`config.mk`:
```
export PLATFORM = sky130hd
export DESIGN_NAME = vm_dispense_ctrl_flat
export DESIGN_NICKNAME = d
export VERILOG_FILES = /design/src/rtl/vm_dispense_ctrl_pkg.sv /design/src/rtl/vm_dispense_ctrl_if.sv /design/src/rtl/vm_dispense_ctrl_cycle_timer.sv /design/src/rtl/vm_dispense_ctrl.sv /design/src/flat_wrapper.sv
export SDC_FILE = /design/constraint.sdc
export NUM_CORES = 1
export LEC_CHECK = 0
export CAP_MARGIN = 20
export CORE_UTILIZATION = 61
export CTS_BUF_LIST = sky130_fd_sc_hd__clkbuf_4
export CTS_CLUSTER_DIAMETER = 100
export CTS_CLUSTER_SIZE = 12
export DETAILED_ROUTE_END_ITERATION = 16
export HOLD_SLACK_MARGIN = 0.05
export PLACE_DENSITY_LB_ADDON = 0.1
export SLEW_MARGIN = 25
export SYNTH_ARGS = -nofsm -noshare
export SYNTH_HDL_FRONTEND = slang
export SYNTH_SLANG_ARGS = --single-unit
```
`constraint.sdc`:
```
create_clock -name clk -period 4.8 [get_ports clk]
set_input_delay 0.96 -clock clk [delete_from_list [all_inputs] [get_ports clk]]
set_output_delay 0.96 -clock clk [all_outputs]
set_load 0.005 [all_outputs]
```
`src/rtl/vm_dispense_ctrl_pkg.sv`:
```
// Shared definitions for the vending-machine dispense controller.
// Holds the controller state encoding, product IDs and default
// parameter values used by the top level and its interface.
package vm_dispense_ctrl_pkg;

    typedef enum logic [1:0] {
        ST_IDLE     = 2'd0,
        ST_DISPENSE = 2'd1,
        ST_CHANGE   = 2'd2
    } state_t;

    typedef enum logic {
        PROD_COFFEE = 1'b0,
        PROD_SPRITE = 1'b1
    } prod_t;

    localparam int DEF_PRICE_COFFEE = 1;
    localparam int DEF_PRICE_SPRITE = 2;
    localparam int DEF_MAX_CREDIT   = 3;
    localparam int DEF_CREDIT_W     = 2;

    function automatic int max3(input int a, input int b, input int c);
        int m;
        m = (a > b) ? a : b;
        return (m > c) ? m : c;
    endfunction

endpackage

```
`src/rtl/vm_dispense_ctrl_if.sv`:
```
// Front-panel / output bundle of the dispense controller.
// master: the panel side, drives the one-cycle request pulses and
//         observes the LED, strobe, change, reject, busy and credit outputs.
// slave : the controller side.
interface vm_dispense_ctrl_if #(
    parameter int CREDIT_W = 2
);
    logic                i_coin;
    logic                i_coffee;
    logic                i_sprite;
    logic                i_cancel;
    logic                o_led_coffee;
    logic                o_led_sprite;
    logic                o_coffee;
    logic                o_sprite;
    logic                o_change;
    logic                o_reject;
    logic                o_busy;
    logic [CREDIT_W-1:0] o_credit;

    modport master (
        output i_coin, i_coffee, i_sprite, i_cancel,
        input  o_led_coffee, o_led_sprite, o_coffee, o_sprite,
               o_change, o_reject, o_busy, o_credit
    );

    modport slave (
        input  i_coin, i_coffee, i_sprite, i_cancel,
        output o_led_coffee, o_led_sprite, o_coffee, o_sprite,
               o_change, o_reject, o_busy, o_credit
    );
endinterface

```
`src/rtl/vm_dispense_ctrl_cycle_timer.sv`:
```
// vm_cycle_timer: loadable down-counter with a done flag.
// Ports: clk, rst_n (async active-low), load_i/load_val_i (load wins),
//        dec_i (count down, holds at zero), done_o (counter is zero).
module vm_cycle_timer #(
    parameter int W = 7
) (
    input  logic         clk,
    input  logic         rst_n,
    input  logic         load_i,
    input  logic [W-1:0] load_val_i,
    input  logic         dec_i,
    output logic         done_o
);
    logic [W-1:0] cnt_q, cnt_d;

    always_comb begin
        cnt_d = cnt_q;
        if (load_i) begin
            cnt_d = load_val_i;
        end else if (dec_i && cnt_q != '0) begin
            cnt_d = cnt_q - W'(1);
        end
    end

    always_ff @(posedge clk or negedge rst_n) begin
        if (!rst_n) begin
            cnt_q <= '0;
        end else begin
            cnt_q <= cnt_d;
        end
    end

    assign done_o = (cnt_q == '0);
endmodule

```
`src/rtl/vm_dispense_ctrl.sv`:
```
// vm_dispense_ctrl: coin credit, coffee/sprite arbitration, timed
// dispense strobe and timed change return for the two-product machine.
// Ports: clk, rst_n (async active-low), bus (slave modport) carrying
//        i_coin/i_coffee/i_sprite/i_cancel pulses and the LED, strobe,
//        change, reject, busy and credit outputs.
// All outputs come from registers or decode registered state only.
module vm_dispense_ctrl
    import vm_dispense_ctrl_pkg::*;
#(
    parameter int PRICE_COFFEE    = DEF_PRICE_COFFEE,
    parameter int PRICE_SPRITE    = DEF_PRICE_SPRITE,
    parameter int MAX_CREDIT      = DEF_MAX_CREDIT,
    parameter int CREDIT_W        = DEF_CREDIT_W,
    parameter int DISPENSE_CYCLES = 8,
    parameter int CHANGE_GAP      = 4,
    parameter int TIMEOUT_CYCLES  = 64
) (
    input logic               clk,
    input logic               rst_n,
    vm_dispense_ctrl_if.slave bus
);
    localparam int TMR_W = $clog2(max3(DISPENSE_CYCLES, CHANGE_GAP, TIMEOUT_CYCLES) + 1);

    localparam logic [CREDIT_W-1:0] PC    = CREDIT_W'(PRICE_COFFEE);
    localparam logic [CREDIT_W-1:0] PS    = CREDIT_W'(PRICE_SPRITE);
    localparam logic [CREDIT_W-1:0] MAXC  = CREDIT_W'(MAX_CREDIT);
    localparam logic [CREDIT_W-1:0] ONE   = CREDIT_W'(1);
    localparam logic [TMR_W-1:0]    T_DSP = TMR_W'(DISPENSE_CYCLES - 1);
    localparam logic [TMR_W-1:0]    T_GAP = TMR_W'(CHANGE_GAP - 1);
    localparam logic [TMR_W-1:0]    T_TMO = TMR_W'(TIMEOUT_CYCLES - 1);

    state_t              state_q, state_d;
    logic [CREDIT_W-1:0] credit_q, credit_d;
    prod_t               rr_last_q, rr_last_d;
    prod_t               prod_q, prod_d;
    logic                reject_q, reject_d;

    logic                tmr_load, tmr_dec, tmr_done;
    logic [TMR_W-1:0]    tmr_val;
    logic                coin_ok, el_c, el_s, grant_s, any_evt;

    // One shared timer: dispense length, change gap, or idle timeout,
    // depending on the state. Each state reloads it on its way out.
    vm_cycle_timer #(.W(TMR_W)) u_timer (
        .clk        (clk),
        .rst_n      (rst_n),
        .load_i     (tmr_load),
        .load_val_i (tmr_val),
        .dec_i      (tmr_dec),
        .done_o     (tmr_done)
    );

    always_comb begin
        state_d   = state_q;
        credit_d  = credit_q;
        rr_last_d = rr_last_q;
        prod_d    = prod_q;
        reject_d  = 1'b0;
        tmr_load  = 1'b0;
        tmr_val   = '0;
        tmr_dec   = 1'b0;
        coin_ok   = bus.i_coin && (credit_q < MAXC);
        // Eligibility uses the credit held before any same-cycle coin.
        el_c      = bus.i_coffee && (credit_q >= PC);
        el_s      = bus.i_sprite && (credit_q >= PS);
        grant_s   = el_s && (!el_c || rr_last_q == PROD_COFFEE);
        any_evt   = bus.i_coin || bus.i_coffee || bus.i_sprite || bus.i_cancel;

        unique case (state_q)
            ST_IDLE: begin
                if (coin_ok) begin
                    credit_d = credit_q + ONE;
                end else if (bus.i_coin) begin
                    reject_d = 1'b1;
                end
                if (el_c || el_s) begin
                    if (el_c && el_s) begin
                        rr_last_d = grant_s ? PROD_SPRITE : PROD_COFFEE;
                    end
                    prod_d   = grant_s ? PROD_SPRITE : PROD_COFFEE;
                    credit_d = credit_q - (grant_s ? PS : PC) + CREDIT_W'(coin_ok);
                    state_d  = ST_DISPENSE;
                    tmr_load = 1'b1;
                    tmr_val  = T_DSP;
                end else if (bus.i_cancel && credit_q != '0) begin
                    state_d  = ST_CHANGE;
                    tmr_load = 1'b1;
                    tmr_val  = '0;
                end else if (any_evt || credit_q == '0) begin
                    // Idle count restarts; the timer holds the cycles still to wait.
                    tmr_load = 1'b1;
                    tmr_val  = T_TMO;
                end else if (tmr_done) begin
                    state_d  = ST_CHANGE;
                    tmr_load = 1'b1;
                    tmr_val  = '0;
                end else begin
                    tmr_dec  = 1'b1;
                end
            end

            ST_DISPENSE: begin
                reject_d = bus.i_coin;
                if (tmr_done) begin
                    tmr_load = 1'b1;
                    if (credit_q != '0) begin
                        state_d = ST_CHANGE;
                        tmr_val = '0;
                    end else begin
                        state_d = ST_IDLE;
                        tmr_val = T_TMO;
                    end
                end else begin
                    tmr_dec = 1'b1;
                end
            end

            ST_CHANGE: begin
                reject_d = bus.i_coin;
                if (tmr_done) begin
                    // This cycle carries a change pulse.
                    credit_d = credit_q - ONE;
                    tmr_load = 1'b1;
                    if (credit_q == ONE) begin
                        state_d = ST_IDLE;
                        tmr_val = T_TMO;
                    end else begin
                        tmr_val = T_GAP;
                    end
                end else begin
                    tmr_dec = 1'b1;
                end
            end

            default: begin
                state_d = ST_IDLE;
            end
        endcase
    end

    always_ff @(posedge clk or negedge rst_n) begin
        if (!rst_n) begin
            state_q   <= ST_IDLE;
            credit_q  <= '0;
            rr_last_q <= PROD_SPRITE;
            prod_q    <= PROD_COFFEE;
            reject_q  <= 1'b0;
        end else begin
            state_q   <= state_d;
            credit_q  <= credit_d;
            rr_last_q <= rr_last_d;
            prod_q    <= prod_d;
            reject_q  <= reject_d;
        end
    end

    assign bus.o_led_coffee = (state_q == ST_IDLE) && (credit_q >= PC);
    assign bus.o_led_sprite = (state_q == ST_IDLE) && (credit_q >= PS);
    assign bus.o_coffee     = (state_q == ST_DISPENSE) && (prod_q == PROD_COFFEE);
    assign bus.o_sprite     = (state_q == ST_DISPENSE) && (prod_q == PROD_SPRITE);
    assign bus.o_change     = (state_q == ST_CHANGE) && tmr_done;
    assign bus.o_reject     = reject_q;
    assign bus.o_busy       = (state_q != ST_IDLE);
    assign bus.o_credit     = credit_q;
endmodule

```
`src/flat_wrapper.sv`:
```
// flat-port wrapper written by rule: the top's interface ports become plain ports
module vm_dispense_ctrl_flat import vm_dispense_ctrl_pkg::*;
#(
    parameter int PRICE_COFFEE    = DEF_PRICE_COFFEE,
    parameter int PRICE_SPRITE    = DEF_PRICE_SPRITE,
    parameter int MAX_CREDIT      = DEF_MAX_CREDIT,
    parameter int CREDIT_W        = DEF_CREDIT_W,
    parameter int DISPENSE_CYCLES = 8,
    parameter int CHANGE_GAP      = 4,
    parameter int TIMEOUT_CYCLES  = 64
)
  (clk, rst_n, bus_i_coin, bus_i_coffee, bus_i_sprite, bus_i_cancel, bus_o_led_coffee, bus_o_led_sprite, bus_o_coffee, bus_o_sprite, bus_o_change, bus_o_reject, bus_o_busy, bus_o_credit);
  vm_dispense_ctrl_if #(.CREDIT_W(CREDIT_W)) bus_i ();
  input logic clk;
  input logic rst_n;
  input wire logic [$bits(bus_i.i_coin)-1:0] bus_i_coin;
  input wire logic [$bits(bus_i.i_coffee)-1:0] bus_i_coffee;
  input wire logic [$bits(bus_i.i_sprite)-1:0] bus_i_sprite;
  input wire logic [$bits(bus_i.i_cancel)-1:0] bus_i_cancel;
  output wire logic [$bits(bus_i.o_led_coffee)-1:0] bus_o_led_coffee;
  output wire logic [$bits(bus_i.o_led_sprite)-1:0] bus_o_led_sprite;
  output wire logic [$bits(bus_i.o_coffee)-1:0] bus_o_coffee;
  output wire logic [$bits(bus_i.o_sprite)-1:0] bus_o_sprite;
  output wire logic [$bits(bus_i.o_change)-1:0] bus_o_change;
  output wire logic [$bits(bus_i.o_reject)-1:0] bus_o_reject;
  output wire logic [$bits(bus_i.o_busy)-1:0] bus_o_busy;
  output wire logic [$bits(bus_i.o_credit)-1:0] bus_o_credit;
  assign bus_i.i_coin = bus_i_coin;
  assign bus_i.i_coffee = bus_i_coffee;
  assign bus_i.i_sprite = bus_i_sprite;
  assign bus_i.i_cancel = bus_i_cancel;
  assign bus_o_led_coffee = bus_i.o_led_coffee;
  assign bus_o_led_sprite = bus_i.o_led_sprite;
  assign bus_o_coffee = bus_i.o_coffee;
  assign bus_o_sprite = bus_i.o_sprite;
  assign bus_o_change = bus_i.o_change;
  assign bus_o_reject = bus_i.o_reject;
  assign bus_o_busy = bus_i.o_busy;
  assign bus_o_credit = bus_i.o_credit;
  vm_dispense_ctrl #(.PRICE_COFFEE(PRICE_COFFEE), .PRICE_SPRITE(PRICE_SPRITE), .MAX_CREDIT(MAX_CREDIT), .CREDIT_W(CREDIT_W), .DISPENSE_CYCLES(DISPENSE_CYCLES), .CHANGE_GAP(CHANGE_GAP), .TIMEOUT_CYCLES(TIMEOUT_CYCLES)) u_core (.clk(clk), .rst_n(rst_n), .bus(bus_i));
endmodule
```
==> run_results.csv <==
group,metric,value,unit
power,cellLeakagePower,0.5640,nW
setup_path,crit_path_max_fanout,10,
sta,post_layout_worst_setup_margin,1.552,ns
sta,setup-violations-final,0,
detailed_routing,vias_per_cell,5.982,
clock_tree,cts_buffer_depth,2,
yosys,parity_gate_share_of_the_synthesized_area_counting_xor_and_xnor_cells,0.06087,
sta,setup_tns,0,ns
global_route,grt_first_pass_wirelength,4.174,mm
clock_tree,cts-hold-fix-buffers,0,
finish,area_growth_syn_to_fin,16.20,%
sta,tightest_slew,0.6649,ns
floorplanning,die-height,45.44,µm
place,placedCellCount,164,
global_route,number_of_antenna_violations_at_the_first_check_in_global_routing,0,
yosys,async_sr_flop_fraction,1.000,
status,status,"finished, final reports clean",
finish,leading_cell_type_in_the_layout_fill_and_taps_excluded,"clkdlybuf4s50_1",
place,pre_cts_ws,1.465,ns
floorplanning,floorplan.die_area,2065,µm²
clock_tree,cts.repair_timing.setup_buffer_count,0,
floorplanning,start_util,0.6595,
detailed_routing,drt_wl_total,2.527,mm
sta,timing_hold_violations_final,0,
finish,layout.core_utilization,0.7663,
sta,clock-skew-final,0.004105,ns
yosys,synth_compound_gate_area_share,0.1848,
detailed_routing,route.detailed.drc,0,
yosys,syn_nets,144,
place,io_buffers,14,
detailed_routing,ant_nets,0,
floorplanning,pin_count,15,
yosys,muxShareOfSynthArea,0.04891,
clock_tree,clkTransAtPathRegs,0.09,ns
finish,diodes,0,
global_route,first_global_vias,911,
run,maxCapViolCount,0,
global_route,largest_net_degree_at_the_start_of_global_routing,15,
finish,finalNetCount,162,
yosys,synth_top_family_by_area,"simple AND/OR/NAND/NOR gates",
floorplanning,die-width,45.44,µm
global_route,global_route.usage.total,0.2806,
finish,design_area,1338,µm²
sta,max_slew_margin,0.5553,
yosys,seq_area_frac_synth,0.3054,
yosys,synthDistinctLibCells,45,
clock_tree,tritoncts,"built",
sta,period_share,0.6766,
setup_path,crit_path_start_kind,"flip-flop",
hold_path,hold_path_class,"reg -> reg",
sta,hold_ws,0.5071,ns
setup_path,path_class,"reg -> out",
power,vdd.ir_drop.worst,0.0005012,V
clock_tree,tritoncts_num_sinks,14,
finish,layout.cells.non_filler,168,
place,area_of_placed_instances,1311,µm²
yosys,area_share_of_fa_ha_maj_cells_after_synthesis,0.1304,
yosys,synth_simple_gate_area_frac,0.2239,
yosys,postSynthCellCount,126,
power,power_density,750.2,nW/µm²
power,power.total,1.003,mW
yosys,leading_register_cell_type_out_of_synthesis,"dfrtp_1",
floorplanning,core-area,1745,µm²
yosys,synthesis.area_per_instance,9.136,µm²
detailed_routing,drt-wirelength-per-cell,15.04,µm
clock_tree,htreeDepth,1,
setup_path,worst-endpoint-arrival,2.29,ns
detailed_routing,first_iter_violations,44,
clock_tree,cts_root_buf,"clkbuf_4",
clock_tree,cts_resized,0,
detailed_routing,vias,1005,
place,gp_congestion,0.8772,
sta,drv_slew,0,
yosys,postSynthRegisterBits,14,
sta,rsz_0062_raised_after_global_routing,"false",
finish,most_frequent_cells_in_the_layout,"clkdlybuf4s50_1 (14), dfrtp_1 (13), ha_1 (12), inv_1 (11), nand2_1 (9)",
finish,layout.filler_cells,135,
floorplanning,std_cell_rows,15,
setup_path,cp.required,3.84,ns
detailed_routing,first_pass_iters,4,
place,dp_hpwl,1.924,mm
finish,drive_gt1_frac,0.08392,
setup_path,regToRegSetupSlack,2.11,ns
yosys,post_synth_instance_area,1151,µm²
clock_tree,worstSkewPairLatency,0.28,ns
sta,max_clock_freq,0.3079,GHz
clock_tree,tritoncts.num_buffers,3,
yosys,yosysWarnings,0,
global_route,grt-ovfl-total,0,
setup_path,critical_path.endpoint_type,"output pin",
sta,timing.final.crit_period,3.248,ns
yosys,synth_edf_count,0,
## critical path, cell delays in order (launching register included)
cell             delay [ns]
dfrtp_1                0.39
inv_1                  0.09
ha_1                   0.21
nor4b_2                0.33
nand2_1                0.29
nor2_1                 0.18
clkdlybuf4s50_1        0.52
## cell type report
class                           instances  area (µm²)  area share
Multi-Input combinational cell        100       747.0      0.5585
Inverter                               11       41.29     0.03087
Sequential cell                        14       351.6      0.2629
Clock buffer                            3       22.52     0.01684
Timing Repair Buffer                   14       140.1      0.1048
Clock inverter                          1       3.754    0.002806
Tap cell                               25       31.28     0.02339
## where the power goes
group	total (mW)	leakage (nW)	switching (mW)	internal [mW]
Clock	0.0724	0.0154	0.0422	0.0302
Sequential	0.245	0.171	0.0637	0.181
Combinational	0.686	0.378	0.359	0.327
## synthesized netlist by cell type (all sizes together), types with 2 or more instances
library cell | n | area share
o21a | 2 | 0.013
xnor2 | 5 | 0.038
a21oi | 7 | 0.030
nor4b | 2 | 0.021
o21bai | 2 | 0.013
mux2i | 3 | 0.026
mux2 | 2 | 0.023
nand4b | 2 | 0.015
o21ai | 6 | 0.029
nor3 | 5 | 0.032
xor2 | 3 | 0.023
ha | 12 | 0.13
nand2 | 9 | 0.029
nor2b | 4 | 0.022
dfrtp | 13 | 0.28
nand3 | 5 | 0.022
and2 | 2 | 0.011
nor2 | 8 | 0.026
a31oi | 3 | 0.016
inv | 11 | 0.036
## per-layer routing
metal	vias to the layer above	global-route usage	wire (µm)
met1	470	0.4160	1256
met4	0	0.06667	21
met2	41	0.4200	1118
met5	-	0	0
li1	490	-	-
met3	4	0.05159	131
## state kept, by name, summed over array words and instances, names as in the netlist
| name | flops |
|---|---|
| u_core.rr_last_q | 1 |
| u_core.prod_q | 1 |
| u_core.bus.o_credit | 2 |
| u_core.bus.o_reject | 1 |
| u_core.u_timer.cnt_q | 7 |
| u_core.state_q | 2 |
## worst paths after layout
kind,startpoint,to,cells after the start
hold / removal,u_core.rr_last_q,u_core.rr_last_q,1
max in group asynchronous,rst_n,u_core.u_timer.cnt_q[6],1
min in group asynchronous,rst_n,u_core.state_q[0],1
hold reg to reg,u_core.rr_last_q,u_core.rr_last_q,1
setup reg to reg,u_core.bus.o_credit[0],u_core.bus.o_credit[1],13
setup / recovery,u_core.u_timer.cnt_q[0],bus_o_change,6
## cells by family (layout without fill, tap and decap cells)
| family | Yosys count | in the layout |
|---|---|---|
| xor+xnor | 8 | 8 |
| mux | 5 | 5 |
| compound gates | 31 | 31 |
| fa+ha+maj | 12 | 12 |
| simple gates | 44 | 44 |
| flops | 14 | 14 |
| buf+inv | 12 | 29 |
No activity file was read; power rests on OpenSTA's default activity.
